`config.mk`:
```
export PLATFORM = sky130hd
export DESIGN_NAME = pod_mem_arbiter
export DESIGN_NICKNAME = d
export VERILOG_FILES = /design/src/rtl/pod_mem_arbiter.sv
export SDC_FILE = /design/constraint.sdc
export NUM_CORES = 1
export LEC_CHECK = 0
export BUFFER_PORTS_ARGS = -buffer_cell sky130_fd_sc_hd__buf_2
export CAP_MARGIN = 20
export CORE_AREA = 8 8 302 304
export CTS_BUF_LIST = sky130_fd_sc_hd__clkbuf_8
export DETAILED_ROUTE_END_ITERATION = 8
export DIE_AREA = 0 0 310 312
export HOLD_SLACK_MARGIN = 0.08
export PLACE_DENSITY = 0.37
export SYNTH_ARGS = -nofsm -noshare
export SYNTH_HDL_FRONTEND = slang
export SYNTH_SLANG_ARGS = --single-unit
```
`constraint.sdc`:
```
create_clock -name clk -period 13.6 [get_ports clk]
set_input_delay 2.72 -clock clk [delete_from_list [all_inputs] [get_ports clk]]
set_output_delay 2.72 -clock clk [all_outputs]
set_load 0.05 [all_outputs]
```
`src/rtl/pod_mem_arbiter.sv`:
```
// Round-robin arbiter that shares the single pod-memory BRAM port among N_REQ requesters.
// It registers the winning command and routes tagged read responses back after the BRAM read latency.
module pod_mem_arbiter #(
    parameter int N_REQ  = 7,
    parameter int ADDR_W = 14,
    parameter int D_W    = 64,
    parameter int RD_LAT = 2
) (
    input  logic                    clk,
    input  logic                    rst,
    input  logic                    ce,
    input  logic [N_REQ-1:0]        req_valid,
    input  logic [N_REQ-1:0]        req_we,
    input  logic [N_REQ*ADDR_W-1:0] req_addr,
    input  logic [N_REQ*D_W-1:0]    req_wdata,
    output logic [N_REQ-1:0]        req_ready,
    output logic                    mem_en,
    output logic                    mem_we,
    output logic [ADDR_W-1:0]       mem_addr,
    output logic [D_W-1:0]          mem_wdata,
    input  logic [D_W-1:0]          mem_rdata,
    output logic [N_REQ-1:0]        rsp_valid,
    output logic [D_W-1:0]          rsp_data,
    output logic [2:0]              grant_id
);

    localparam int ID_W = 3;

    logic [ID_W-1:0]   rr_ptr;
    logic [ID_W:0]     cand;
    logic              win_any;
    logic [ID_W-1:0]   win_id;
    logic              win_we;
    logic [ADDR_W-1:0] win_addr;
    logic [D_W-1:0]    win_wdata;

    logic [RD_LAT:0]   tag_v;
    logic [ID_W-1:0]   tag_id [RD_LAT+1];
    logic [N_REQ-1:0]  tag_onehot;

    // Scan starts at rr_ptr and wraps at N_REQ; the first valid id wins.
    always_comb begin
        win_any = 1'b0;
        win_id  = '0;
        cand    = '0;
        if (ce && !rst) begin
            for (int unsigned o = 0; o < N_REQ; o++) begin
                cand = {1'b0, rr_ptr} + (ID_W+1)'(o);
                if (cand >= (ID_W+1)'(N_REQ))
                    cand = cand - (ID_W+1)'(N_REQ);
                if (!win_any && req_valid[cand[ID_W-1:0]]) begin
                    win_any = 1'b1;
                    win_id  = cand[ID_W-1:0];
                end
            end
        end
    end

    always_comb begin
        req_ready = '0;
        if (win_any)
            req_ready[win_id] = 1'b1;
        win_we    = req_we[win_id];
        win_addr  = req_addr[win_id*ADDR_W +: ADDR_W];
        win_wdata = req_wdata[win_id*D_W +: D_W];
    end

    always_comb begin
        tag_onehot = '0;
        tag_onehot[tag_id[RD_LAT]] = 1'b1;
    end

    // Tag pipe stage RD_LAT lines up with mem_rdata; the response is then registered once more.
    always_ff @(posedge clk) begin
        if (rst) begin
            rr_ptr    <= '0;
            mem_en    <= 1'b0;
            mem_we    <= 1'b0;
            mem_addr  <= '0;
            mem_wdata <= '0;
            grant_id  <= '0;
            rsp_valid <= '0;
            rsp_data  <= '0;
            tag_v     <= '0;
            for (int unsigned i = 0; i <= RD_LAT; i++)
                tag_id[i] <= '0;
        end else if (ce) begin
            if (win_any) begin
                rr_ptr    <= (win_id == ID_W'(N_REQ-1)) ? '0 : win_id + 1'b1;
                mem_en    <= 1'b1;
                mem_we    <= win_we;
                mem_addr  <= win_addr;
                mem_wdata <= win_wdata;
                grant_id  <= win_id;
            end else begin
                mem_en <= 1'b0;
                mem_we <= 1'b0;
            end
            tag_v     <= {tag_v[RD_LAT-1:0], win_any & ~win_we};
            tag_id[0] <= win_id;
            for (int unsigned i = 1; i <= RD_LAT; i++)
                tag_id[i] <= tag_id[i-1];
            rsp_valid <= tag_v[RD_LAT] ? tag_onehot : '0;
            if (tag_v[RD_LAT])
                rsp_data <= mem_rdata;
        end
    end

endmodule

```
Word-level counts from Yosys, hierarchy flattened
Memory sizes are Yosys's and may differ from the RTL's.
Index checks and enable logic that the tools add are counted.

operators by class
  equal/unequal tests = 1
  order comparisons = 18
  add/subtract/negate cells = 14
  bitwise gates (word level) = 5
  mux-type cells = 69
  reduce and logical (&&, ||, !) cells = 18
  shift operators = 2
  multipliers = 1

operators with widths
  kind                   number
  $shiftx A448 B10 Y64   1
  $shiftx A98 B8 Y14     1
  $mux W3                26
  $lt A3 B4 Y1 const B   9
  $mux W1                31
  $bmux W1 S3            8
  $ge A4 B3 Y1 const B   6
  $sub A3 B3 Y3 const B  7
  $mux W7                2
  $add A3 B3 Y4 const B  3
  $logic_and A1 B1 Y1    9
  $add A3 B2 Y4 const B  2
  $logic_not A1 Y1       7
  $demux W1 S3           2
  $ge A3 B1 Y1 const B   2
  $mul A3 B3 Y6 const B  1
  $add A3 B1 Y4 const B  1
  $reduce_and A2 Y1      2
  $add A3 B1 Y3 const B  1
  $eq A3 B3 Y1 const B   1
  $ge A3 B3 Y1 const B   1
  $or A1 B1 Y1           3
  $and A1 B1 Y1          1
  $not A1 Y1             1

storage, ports and cells
  input port bits = 627
  flip-flop bits (word level) = 160
  logic and storage cells = 138
  memories = 1
  bits in writable memories = 9
  output and inout bits = 161

memory list
  memory  words  bits a word  read ports  clocked after Yosys merged registers in  write ports  line  text
  tag_id  3      3            3           0                                        3            38    logic [ID_W-1:0] tag_id [RD_LAT+1];

Logic depth before layout (Yosys ltp)
  word-level depth = 36
  depth in mapped cells = 20
  gate-level depth less buffers = 15

Worst setup path after synthesis
OpenSTA, ideal clock, no wires.

  kind = in2out
  start point = input req_valid[3]
  end point = output req_ready[0]
  path slack = 4635 ps
  data required time = 10880 ps
  arrival = 6245 ps
  cell stages on the path = 12
  buffers on the path = 3
  cell sequence = clkbuf_1 mux2_2 a32oi_1 nor3b_1 nor2_1 or3_1 nor3_4 a221o_1 buf_4 nand2_1 clkbuf_1 nor3_1

between the ends
  cells in the longest elaborated chain, start to end = 33
  elaborated cells between the ends (all ways) = 54
  classes of those cells = order compare: 2; mux: 39; reduce/logical: 13

ends and longest elaborated chain
  element                                                                    line  text
  start, declared                                                            12    input logic [N_REQ-1:0] req_valid,
  $bmux W1 S3                                                                51    if (!win_any && req_valid[cand[ID_W-1:0]]) begin
  $mux W1 (implied by the code)                                              51
  $mux W1                                                                    51
  $mux W1                                                                    46    if (ce && !rst) begin
  $logic_not A1 Y1                                                           51
  $logic_and A1 B1 Y1                                                        51
  $mux W1                                                                    51
  $mux W1                                                                    46
  [17 not listed]                                                            n/a
  $logic_and A1 B1 Y1                                                        51
  $mux W3                                                                    51
  $mux W3                                                                    46
  $lt A3 B4 Y1 (implied by the code) / $ge A3 B1 Y1 (equally long branches)  62    req_ready[win_id] = 1'b1;
  $logic_and A1 B1 Y1 (implied by the code)                                  62
  $mux W1 (implied by the code)                                              62
  $demux W1 S3                                                               62
  $mux W7 (*)                                                                61    if (win_any)
  end, declared                                                              16    output logic [N_REQ-1:0] req_ready,

Every way passes the cells marked *; elsewhere a longest branch is shown, timed or not. The select of a mux whose other input is x is not followed.

Worst setup path after layout
  start point = input req_valid[0]
  end point = output req_ready[5]

Same word-level chain as after synthesis.

==> results.sh <==
export IMPL_startpoint_of_the_most_critical_setup_path="req_valid[0]"
export IMPL_setup_worst_path_class="input pin to output pin"
export IMPL_wirelength_met1_um=32610
export IMPL_finalCritPeriodShare_pct=66.04
export IMPL_die_height_um=312
export IMPL_detailed_router_s_first_iteration_violation_count=1218
export IMPL_setup_viol=0
export IMPL_cts_resized=0
export IMPL_clock_sink_count=169
export IMPL_clock_root_buffer="clkbuf_8"
export IMPL_worst_skew_pair_late_latency_ps=570
export IMPL_outcome="finished, final reports clean"
export IMPL_r2r_end="mem_wdata[43]"
export IMPL_layoutNonFillerInstCount=3263
export IMPL_totalNegativeSetupSlack_ps=0
export IMPL_tritoncts_clock_tree="yes"
export IMPL_worstPathRequired_ps=10880
export IMPL_clock_skew_ps=28.11
export IMPL_drt_vias_per_instance=4.449
export IMPL_dr_wl_met2_um=42140
export IMPL_min_period_ps=8982
export IMPL_highest_signal_layer="met5"
export IMPL_synth_warning_count=0
export IMPL_drv_slew=0
export IMPL_grt_total_usage_pct=16.19
export IMPL_synth_top_cells_by_area="dfxtp_1, mux2_2, mux2i_1"
export IMPL_synth_async_reset_ratio_pct=0
export IMPL_setup_worst_path_end="req_ready[5]"
export IMPL_worstReg2RegStart="rr_ptr[1]"
export IMPL_cts_htree_levels=4
export IMPL_synth_enable_flop_cells=9
export IMPL_syn2layout_area_growth_pct=43.37
export IMPL_grt_pass1_wl_um=113400
export IMPL_postRouteAntennaNets=0
export IMPL_most_common_layout_cells="buf_2, a21oi_1, mux2_2"
export IMPL_number_of_antenna_violations_at_the_first_check_in_global_routing=68
export IMPL_rows=108
export IMPL_floorplan_die_area_um2=96720
export IMPL_final_hold_violation_count=0
export IMPL_synth_cell_types=74
export IMPL_reg2regPathDepth=15
export IMPL_yosys_area_top_type_share_pct=25.93
export IMPL_vias=14516
export IMPL_finalNetCount=2708
export IMPL_worst_ir_drop_on_vdd_v=0.00008117
export IMPL_detailroute_wirelength_met3_um=6185
export IMPL_route_detailed_drc=0
export IMPL_timing_critical_path_arrival_ps=6260
export IMPL_tritoncts_buffer_count=17
export IMPL_core_area_um2=86210
export IMPL_rsz_0062_raised_after_global_routing="no"
export IMPL_leakagePower_uw=0.007353
export IMPL_routed_wire_length_per_instance_um=25.36
export IMPL_cellPowerDensity_nw_per_um2=176.5
export IMPL_timing_slew_headroom_pct=33.16
export IMPL_number_of_instances_in_the_synthesized_netlist=1378
export IMPL_synth_seq_cells=169
export IMPL_dr_pass1_iters=9
export IMPL_final_layout_size_suffix_gt1_share_pct=50.82
export IMPL_cts_hold_buffers=0
export IMPL_ff2ff_setup_slack_ps=6430
export IMPL_fp_dieW_um=310
export IMPL_number_of_port_buffers=787
export IMPL_place_inst=3204
export IMPL_grt_ovfl_total=0
export IMPL_cts_setup_buffers=0
export IMPL_synth_sequential_area_ratio_pct=28.11
export IMPL_hp_class="register to register"
export IMPL_synthesis_area_um2=12350
export IMPL_max_freq_mhz=111.3
export IMPL_initial_core_util_pct=14.33
export IMPL_dp_hpwl_um=66970
export IMPL_synth_largest_area_cell="dfxtp_1"
export IMPL_number_of_inserted_filler_cells_in_the_final_layout=9816
export IMPL_placed_cell_area_um2=17220
export IMPL_drt_wl_total_um=82760
export IMPL_mostFrequentLayoutCell="buf_2"
export IMPL_crit_fanout=47
export IMPL_min_hold_slack_ps=455.3
export IMPL_maxCapViolCount=0
export IMPL_cts_reportedPaths_clkPinSlew_ps=100
export IMPL_post_synth_cell_area_avg_um2=8.965
export IMPL_vias_in_the_first_global_route=14944
export IMPL_final_area_um2=17710
export IMPL_setup_worst_path_end_class="output pin"
export IMPL_routabilityCongestion=0.9699
export IMPL_synth_fp_nets=2018
export IMPL_maximum_number_of_pins_on_one_net_before_global_route_repair=65
export IMPL_clk_path_buf_depth=2
export IMPL_floorplan_io_pins=788
export IMPL_worstSetupStartpointType="input pin"
export IMPL_postSynth_topFlopCell="dfxtp_1"
export IMPL_worst_pin_slew_ps=1003
[registers in the layout, indices dropped and copies added, names as in the netlist]
signal,flops
grant_id,3
mem_addr,14
mem_en,1
mem_wdata,64
mem_we,1
rr_ptr,3
rsp_data,64
rsp_valid,7
tag_id,9
tag_v,3
[metrics by stage]
stage          setup WS (ps)  util [%]  power [µW]
5_1_grt                 4383     20.50        3305
3_5_place_dp            4608     19.98        2709
4_1_cts                 4598     20.46        3158
6_report                4618     20.54        3126
2_1_floorplan           4635         -        2162
3_3_place_gp            4572     19.98        2699
[cells in the mapped netlist (4+ instances only)]
| cell | n |
|---|---|
| nand2_1 | 155 |
| clkbuf_1 | 72 |
| nor2_1 | 73 |
| a2bb2oi_2 | 21 |
| edfxtp_1 | 9 |
| o32ai_1 | 4 |
| and2_1 | 11 |
| mux2_2 | 167 |
| a21oi_1 | 168 |
| nand3_1 | 9 |
| buf_1 | 8 |
| a221o_1 | 5 |
| nand3b_1 | 25 |
| ha_1 | 12 |
| inv_1 | 10 |
| xnor2_1 | 4 |
| dfxtp_1 | 160 |
| mux2i_1 | 88 |
| buf_4 | 11 |
| a21o_1 | 7 |
| buf_2 | 32 |
| a211oi_1 | 26 |
| a32o_1 | 5 |
| a22o_1 | 4 |
| mux2_1 | 29 |
| o21ai_0 | 16 |
| nor3b_1 | 9 |
| nor2b_1 | 12 |
| nand2b_1 | 9 |
| buf_6 | 13 |
| and3_1 | 6 |
| nor3_1 | 11 |
| buf_8 | 4 |
| a222oi_1 | 57 |
| a32oi_1 | 59 |
[power by group]
| part | switching [µW] | total [µW] | internal (µW) |
|---|---|---|---|
| combinational | 1300 | 2040 | 741 |
| sequential | 57.7 | 657 | 599 |
| clock | 243 | 428 | 185 |
[critical path: stages]
cell and delay, ps:
buf_2 190, or4b_2 680, nand4_1 110, and4_1 340
or2_2 190, o21ai_0 90, a211o_1 300, a221o_4 470
inv_2 120, buf_4 500, nand2b_1 140, nor2_1 120
buf_2 280
[worst min-delay path by stage]
stage	from	slack, ps	cells after the start	endpoint
2_1_floorplan	tag_v[0]	440	2	tag_v[0]
3_3_place_gp	grant_id[0]	430	2	grant_id[0]
3_5_place_dp	grant_id[2]	440	2	grant_id[2]
4_1_cts	rsp_data[7]	460	2	rsp_data[7]
5_1_grt	rsp_data[29]	470	2	rsp_data[29]
6_report	rsp_data[55]	460	2	rsp_data[55]
[cells by family after synthesis]
family,synth area share [%]
AOI/OAI and AO/OA,24.96
xor gates and xnor gates,0.4254
adders and majority gates,1.377
buffers and inverters,6.461
DFF,28.11
muxes,25.18
and+or+nand+nor,13.48
[final cells by class]
| cell class | instances | area (µm²) | share of cell area, % |
|---|---|---|---|
| Timing Repair Buffer | 811 | 4125 | 23.29 |
| Sequential cell | 169 | 3473 | 19.61 |
| Tap cell | 1155 | 1445 | 8.159 |
| Multi-Input combinational cell | 1056 | 8128 | 45.89 |
| Clock inverter | 14 | 185.2 | 1.045 |
| Antenna cell | 28 | 70.07 | 0.3956 |
| Clock buffer | 17 | 234.0 | 1.321 |
| Inverter | 13 | 51.30 | 0.2896 |
[routing by layer]
metal  global-route usage, %  up-vias
met5                       0        -
met3                   4.267      117
li1                        -     6674
met1                   19.21     7089
met4                   4.603       20
met2                   28.43      616
Note: power is estimated with default switching activity, not from simulation.
